File: config.mk
export PLATFORM = sky130hd
export DESIGN_NAME = tilelink_ul_fifo_sync
export DESIGN_NICKNAME = d
export VERILOG_FILES = /design/src/rtl/tilelink_ul_fifo_sync_pkg.sv /design/src/rtl/tilelink_ul_fifo_sync_fifo.sv /design/src/rtl/tilelink_ul_fifo_sync.sv
export SDC_FILE = /design/constraint.sdc
export NUM_CORES = 1
export LEC_CHECK = 0
export CAP_MARGIN = 10
export CORE_ASPECT_RATIO = 0.8
export CORE_MARGIN = 10
export CORE_UTILIZATION = 41
export CTS_CLUSTER_DIAMETER = 200
export DETAILED_ROUTE_END_ITERATION = 8
export PLACE_DENSITY_LB_ADDON = 0.25
export SYNTH_ARGS = -nofsm -noshare
export SYNTH_HDL_FRONTEND = slang
export SYNTH_HIERARCHICAL = 1
export SYNTH_SLANG_ARGS = --single-unit
export TNS_END_PERCENT = 20
File: constraint.sdc
create_clock -name clk_i -period 14.1 [get_ports clk_i]
set_input_delay 4.23 -clock clk_i [delete_from_list [all_inputs] [get_ports clk_i]]
set_output_delay 4.23 -clock clk_i [all_outputs]
set_load 0.05 [all_outputs]
File: src/rtl/tilelink_ul_fifo_sync_pkg.sv
// rtl/tilelink_ul_fifo_sync_pkg.sv - TL-UL channel structs and FIFO payload types
package TileLinkUL_pkg;

    localparam logic [2:0] TL_PUT_FULL       = 3'd0;
    localparam logic [2:0] TL_GET            = 3'd4;
    localparam logic [2:0] TL_ACCESS_ACK     = 3'd0;
    localparam logic [2:0] TL_ACCESS_ACK_DAT = 3'd1;

    typedef struct packed {
        logic        a_valid;
        logic [2:0]  a_opcode;
        logic [2:0]  a_param;
        logic [1:0]  a_size;
        logic [7:0]  a_source;
        logic [31:0] a_address;
        logic [3:0]  a_mask;
        logic [31:0] a_data;
        logic        d_ready;
    } tl_m2s_t;

    typedef struct packed {
        logic        d_valid;
        logic [2:0]  d_opcode;
        logic [2:0]  d_param;
        logic [1:0]  d_size;
        logic [7:0]  d_source;
        logic        d_sink;
        logic [31:0] d_data;
        logic        d_error;
        logic        a_ready;
    } tl_s2m_t;

    typedef struct packed {
        logic [2:0]  a_opcode;
        logic [2:0]  a_param;
        logic [1:0]  a_size;
        logic [7:0]  a_source;
        logic [31:0] a_address;
        logic [3:0]  a_mask;
        logic [31:0] a_data;
    } tl_a_payload_t;

    typedef struct packed {
        logic [2:0]  d_opcode;
        logic [2:0]  d_param;
        logic [1:0]  d_size;
        logic [7:0]  d_source;
        logic        d_sink;
        logic [31:0] d_data;
        logic        d_error;
    } tl_d_payload_t;

    // Occupancy width; a pass-through channel still gets a 1-bit port tied to 0.
    function automatic int unsigned cnt_w(input int unsigned depth);
        return (depth == 0) ? 1 : $clog2(depth + 1);
    endfunction

endpackage

File: src/rtl/tilelink_ul_fifo_sync_fifo.sv
// rtl/tilelink_ul_fifo_sync_fifo.sv - registered valid/ready FIFO, Depth 0 is a wire
module tilelink_ul_fifo
    import TileLinkUL_pkg::*;
#(
    parameter int unsigned Width = 8,
    parameter int unsigned Depth = 2
) (
    input  logic                      clk_i,
    input  logic                      rst_i,
    input  logic                      s_tvalid_i,
    output logic                      s_tready_o,
    input  logic [Width-1:0]          s_tdata_i,
    output logic                      m_tvalid_o,
    input  logic                      m_tready_i,
    output logic [Width-1:0]          m_tdata_o,
    output logic [cnt_w(Depth)-1:0]   depth_o
);

    localparam int unsigned CntW = cnt_w(Depth);

    if (Depth == 0) begin : g_pass
        logic unused_clk_rst;
        assign unused_clk_rst = clk_i ^ rst_i;
        assign m_tvalid_o     = s_tvalid_i;
        assign s_tready_o     = m_tready_i;
        assign m_tdata_o      = s_tdata_i;
        assign depth_o        = '0;
    end else begin : g_fifo
        localparam int unsigned PtrW = (Depth > 1) ? $clog2(Depth) : 1;

        logic [Width-1:0] mem_q [Depth];
        logic [PtrW-1:0]  wptr_q, wptr_d, rptr_q, rptr_d;
        logic [CntW-1:0]  cnt_q, cnt_d;
        logic             push, pop;

        // Ready/valid come only from the counter, so no input-to-output paths exist.
        assign s_tready_o = (cnt_q != CntW'(Depth));
        assign m_tvalid_o = (cnt_q != '0);
        assign push       = s_tvalid_i & s_tready_o;
        assign pop        = m_tvalid_o & m_tready_i;
        assign m_tdata_o  = mem_q[rptr_q];
        assign depth_o    = cnt_q;

        always_comb begin
            wptr_d = wptr_q;
            rptr_d = rptr_q;
            cnt_d  = cnt_q;
            if (push) begin
                wptr_d = (wptr_q == PtrW'(Depth - 1)) ? '0 : wptr_q + PtrW'(1);
            end
            if (pop) begin
                rptr_d = (rptr_q == PtrW'(Depth - 1)) ? '0 : rptr_q + PtrW'(1);
            end
            case ({push, pop})
                2'b10:   cnt_d = cnt_q + CntW'(1);
                2'b01:   cnt_d = cnt_q - CntW'(1);
                default: cnt_d = cnt_q;
            endcase
        end

        always_ff @(posedge clk_i) begin
            if (rst_i) begin
                wptr_q <= '0;
                rptr_q <= '0;
                cnt_q  <= '0;
            end else begin
                wptr_q <= wptr_d;
                rptr_q <= rptr_d;
                cnt_q  <= cnt_d;
            end
        end

        // Storage is deliberately left unreset.
        always_ff @(posedge clk_i) begin
            if (push && !rst_i) begin
                mem_q[wptr_q] <= s_tdata_i;
            end
        end
    end

endmodule

File: src/rtl/tilelink_ul_fifo_sync.sv
// rtl/tilelink_ul_fifo_sync.sv - TL-UL A/D channel FIFO pair between host and bridge
module tilelink_ul_fifo_sync
    import TileLinkUL_pkg::*;
#(
    parameter int unsigned ReqDepth = 2,
    parameter int unsigned RspDepth = 2
) (
    input  logic                          clk_i,
    input  logic                          rst_i,
    input  tl_m2s_t                       tl_h_i,
    output tl_s2m_t                       tl_h_o,
    output tl_m2s_t                       tl_d_o,
    input  tl_s2m_t                       tl_d_i,
    output logic [cnt_w(ReqDepth)-1:0]    req_depth_o,
    output logic [cnt_w(RspDepth)-1:0]    rsp_depth_o
);

    tl_a_payload_t a_in, a_out;
    tl_d_payload_t d_in, d_out;
    logic          a_valid, a_ready, d_valid, d_ready;

    assign a_in = '{a_opcode:  tl_h_i.a_opcode,  a_param: tl_h_i.a_param,
                    a_size:    tl_h_i.a_size,    a_source: tl_h_i.a_source,
                    a_address: tl_h_i.a_address, a_mask:  tl_h_i.a_mask,
                    a_data:    tl_h_i.a_data};

    assign d_in = '{d_opcode: tl_d_i.d_opcode, d_param: tl_d_i.d_param,
                    d_size:   tl_d_i.d_size,   d_source: tl_d_i.d_source,
                    d_sink:   tl_d_i.d_sink,   d_data:  tl_d_i.d_data,
                    d_error:  tl_d_i.d_error};

    tilelink_ul_fifo #(
        .Width ($bits(tl_a_payload_t)),
        .Depth (ReqDepth)
    ) u_req_fifo (
        .clk_i      (clk_i),
        .rst_i      (rst_i),
        .s_tvalid_i (tl_h_i.a_valid),
        .s_tready_o (a_ready),
        .s_tdata_i  (a_in),
        .m_tvalid_o (a_valid),
        .m_tready_i (tl_d_i.a_ready),
        .m_tdata_o  (a_out),
        .depth_o    (req_depth_o)
    );

    tilelink_ul_fifo #(
        .Width ($bits(tl_d_payload_t)),
        .Depth (RspDepth)
    ) u_rsp_fifo (
        .clk_i      (clk_i),
        .rst_i      (rst_i),
        .s_tvalid_i (tl_d_i.d_valid),
        .s_tready_o (d_ready),
        .s_tdata_i  (d_in),
        .m_tvalid_o (d_valid),
        .m_tready_i (tl_h_i.d_ready),
        .m_tdata_o  (d_out),
        .depth_o    (rsp_depth_o)
    );

    assign tl_d_o = '{a_valid:   a_valid,         a_opcode: a_out.a_opcode,
                      a_param:   a_out.a_param,   a_size:   a_out.a_size,
                      a_source:  a_out.a_source,  a_address: a_out.a_address,
                      a_mask:    a_out.a_mask,    a_data:   a_out.a_data,
                      d_ready:   d_ready};

    assign tl_h_o = '{d_valid:   d_valid,         d_opcode: d_out.d_opcode,
                      d_param:   d_out.d_param,   d_size:   d_out.d_size,
                      d_source:  d_out.d_source,  d_sink:   d_out.d_sink,
                      d_data:    d_out.d_data,    d_error:  d_out.d_error,
                      a_ready:   a_ready};

endmodule

==> impl_results.md <==
- Startpoint Class: flip-flop
- Initial antenna violation count: 2
- Area growth syn-to-layout: 40.1%
- Worst hold stages: 2
- Placed cells: 1059
- Initial Util: 0.417
- Worst path max stage delay: 790 ps
- Yosys top cell by area: edfxtp_1
- Synth top area share: 0.794
- Gr usage total: 0.143
- Post-CTS setup repair buffer count: 0
- I/O Buffers: 281
- Layout cell share with drive strength beyond 1: 0.155
- Worst setup EP type: output port
- Area after DPL: 13300 um2
- Setup TNS: 0 ps
- Async SR Flop Fraction: 0
- # rows: 51
- Layout Skew: 7.02 ps
- Post-CTS Resized: 0
- Most common cell in the netlist: edfxtp_1
- Clk pin slew, worst setup/hold paths: 60 ps
- Floorplan die width: 196 um
- Final Max Slew Viols: 0
- Layout net count: 913
- Outcome: completed
- Clk_lat worst skew: 520 ps
- Critical path cell sequence: buf_4, mux2_1, clkdlybuf4s50_1
- Ys flop type: edfxtp_1
- Fillers: 1793
- Drt via density: 4.73
- Drt total wl: 23400 um
- Crit Path Max Fanout: 84
- DRT antenna net count: 0
- DRT iter0 DRCs: 321
- Post-synth net total: 615
- FF-to-FF path depth: 5
- GR Overflow Total: 0
- Vias in the first global route: 5813
- FMAX: 139 MHz
- Synthesized flop and latch total: 278
- Core Region: 24300 um2
- HP Class: flip-flop to flip-flop
- Slowest CP cell: buf_4
- First-pass GRT wire length: 35100 um
- Final period util: 0.511
- Critical path class: flip-flop to output port
- CTS tree: yes
- Min Tclk post-route: 7200 ps
- I/O pins: 282
- Dpl hpwl: 16400 um
- Synth warnings: 6
- Static leakage: 4.73 nW
- Vias: 5258
- Critical Path RT: 9870 ps
- Clk sinks: 278
- Reg-to-reg setup timing slack: 11740 ps
- Routability-driven placement congestion ratio: 0.747
- Final hold viol count: 0
- Die height: 161 um
- RSZ-0062 raised after global routing: no
- CTS root buf: clkbuf_16
- H-tree Lvls: 1
- VDD IR max: 0.000164 V
- Hold buffers post-CTS: 0
- Setup violations, final: 0
- Finished layout cell area: 14200 um2
- Total CTS buffers: 28
- Yosys cell types: 22
- WL/cell: 21.0 um
- Largest net degree at the start of global routing: 85
- Sequential area share after synthesis: 0.814
- DRC: 0
- Slew @ Worst Pin: 1220 ps
- Layout Cells excl Fill: 1111
- Synthesized area: 10100 um2
- Crit path arrival time: 2970 ps
- Die area: 31400 um2
- FF/Latch Area: 8250 um2
- Cells after synthesis: 473
- Worst slew margin: 0.188
- EDFF count, synth: 268
- Multi-input gate area: 1770 um2
- DRT Pass-1 Iters: 4
- Mean Syn Cell Area: 21.4 um2
- Synth area leaders: edfxtp_1 79%, mux2_2 7.7%, mux2_1 7.2%
- Most frequent cells after synthesis: 268 x edfxtp_1, 69 x mux2_2, 65 x mux2_1
- Clk buf depth: 3
- Pwr Density: 193 nW/um2
- Max capacitance violation total: 0
## routing by layer
metal	GRT usage	share of wire	vias up
li1	-	-	2454
met1	0.170	0.40	2581
met2	0.240	0.49	187
met3	0.0510	0.086	34
met4	0.0367	0.021	2
met5	0	0.00056	-
## worst paths after layout
path	startpoint	to
min reg2reg	u_rsp_fifo/g_fifo.wptr_q	u_rsp_fifo/g_fifo.wptr_q
max reg2reg	u_req_fifo/depth_o[0]	u_req_fifo/g_fifo.mem_q[1][61]
max	flip-flop	tl_d_o[52]
min	u_rsp_fifo/g_fifo.wptr_q	u_rsp_fifo/g_fifo.wptr_q
## report_power, final
group / switching [W] / leakage, nW / internal [W]
Sequential: 0.0000239 / 2.54 / 0.000989
Clock: 0.000287 / 0.438 / 0.000425
Combinational: 0.000655 / 1.75 / 0.000357
## worst max-delay path: cells and delay by family, from the launching register on
kind	cells	cell delay, ps
mux	1	420
flops	1	330
buf+inv	2	1530
## metrics by stage
stage	util	worst slack [ps]	total power [W]	hold slack (ps)
6_report	0.584	6900	0.00274	525
4_1_cts	0.584	6890	0.00277	528
3_5_place_dp	0.547	7470	0.00205	505
2_1_floorplan	-	3040	0.00172	461
3_3_place_gp	0.547	7490	0.00204	490
5_1_grt	0.584	6820	0.00285	561
## cell type report
| type | count | share of cell area |
|---|---|---|
| multi-input cells | 172 | 0.125 |
| inverters | 4 | 0.00106 |
| clock inverters | 13 | 0.00776 |
| repair buffers | 287 | 0.201 |
| flip-flops and latches | 278 | 0.582 |
| well taps | 318 | 0.0280 |
| clock buffers | 37 | 0.0554 |
| diodes | 2 | 0.000353 |
## registers in the layout, summed over array words and instances, names as in the netlist, named ones only
name / count
u_req_fifo/depth_o: 2
u_req_fifo/g_fifo.mem_q: 168
u_req_fifo/g_fifo.rptr_q: 1
u_req_fifo/g_fifo.wptr_q: 1
u_rsp_fifo/depth_o: 2
u_rsp_fifo/g_fifo.mem_q: 100
u_rsp_fifo/g_fifo.rptr_q: 1
u_rsp_fifo/g_fifo.wptr_q: 1
## cells by family (layout without fill, tap and decap cells)
family,count (synthesis),in the layout,synth area share
DFF,278,278,0.814
buffers and inverters,23,341,0.0132
other,0,2,0
and+or+nand+nor,20,20,0.0104
adders and majority gates,2,2,0.00247
muxes,134,134,0.149
AOI/OAI and AO/OA,10,10,0.00556
xor gates and xnor gates,6,6,0.00519
## cells in the final DEF (no fill, tap or decap), types with 5 or more instances in the layout
cell,n
edfxtp_1,268
clkinv_1,6
nor2_1,6
clkdlybuf4s50_1,281
mux2_1,65
buf_4,6
clkbuf_16,29
clkbuf_1,5
mux2_2,69
dfxtp_1,8
Power figures use the tool's default switching activity.
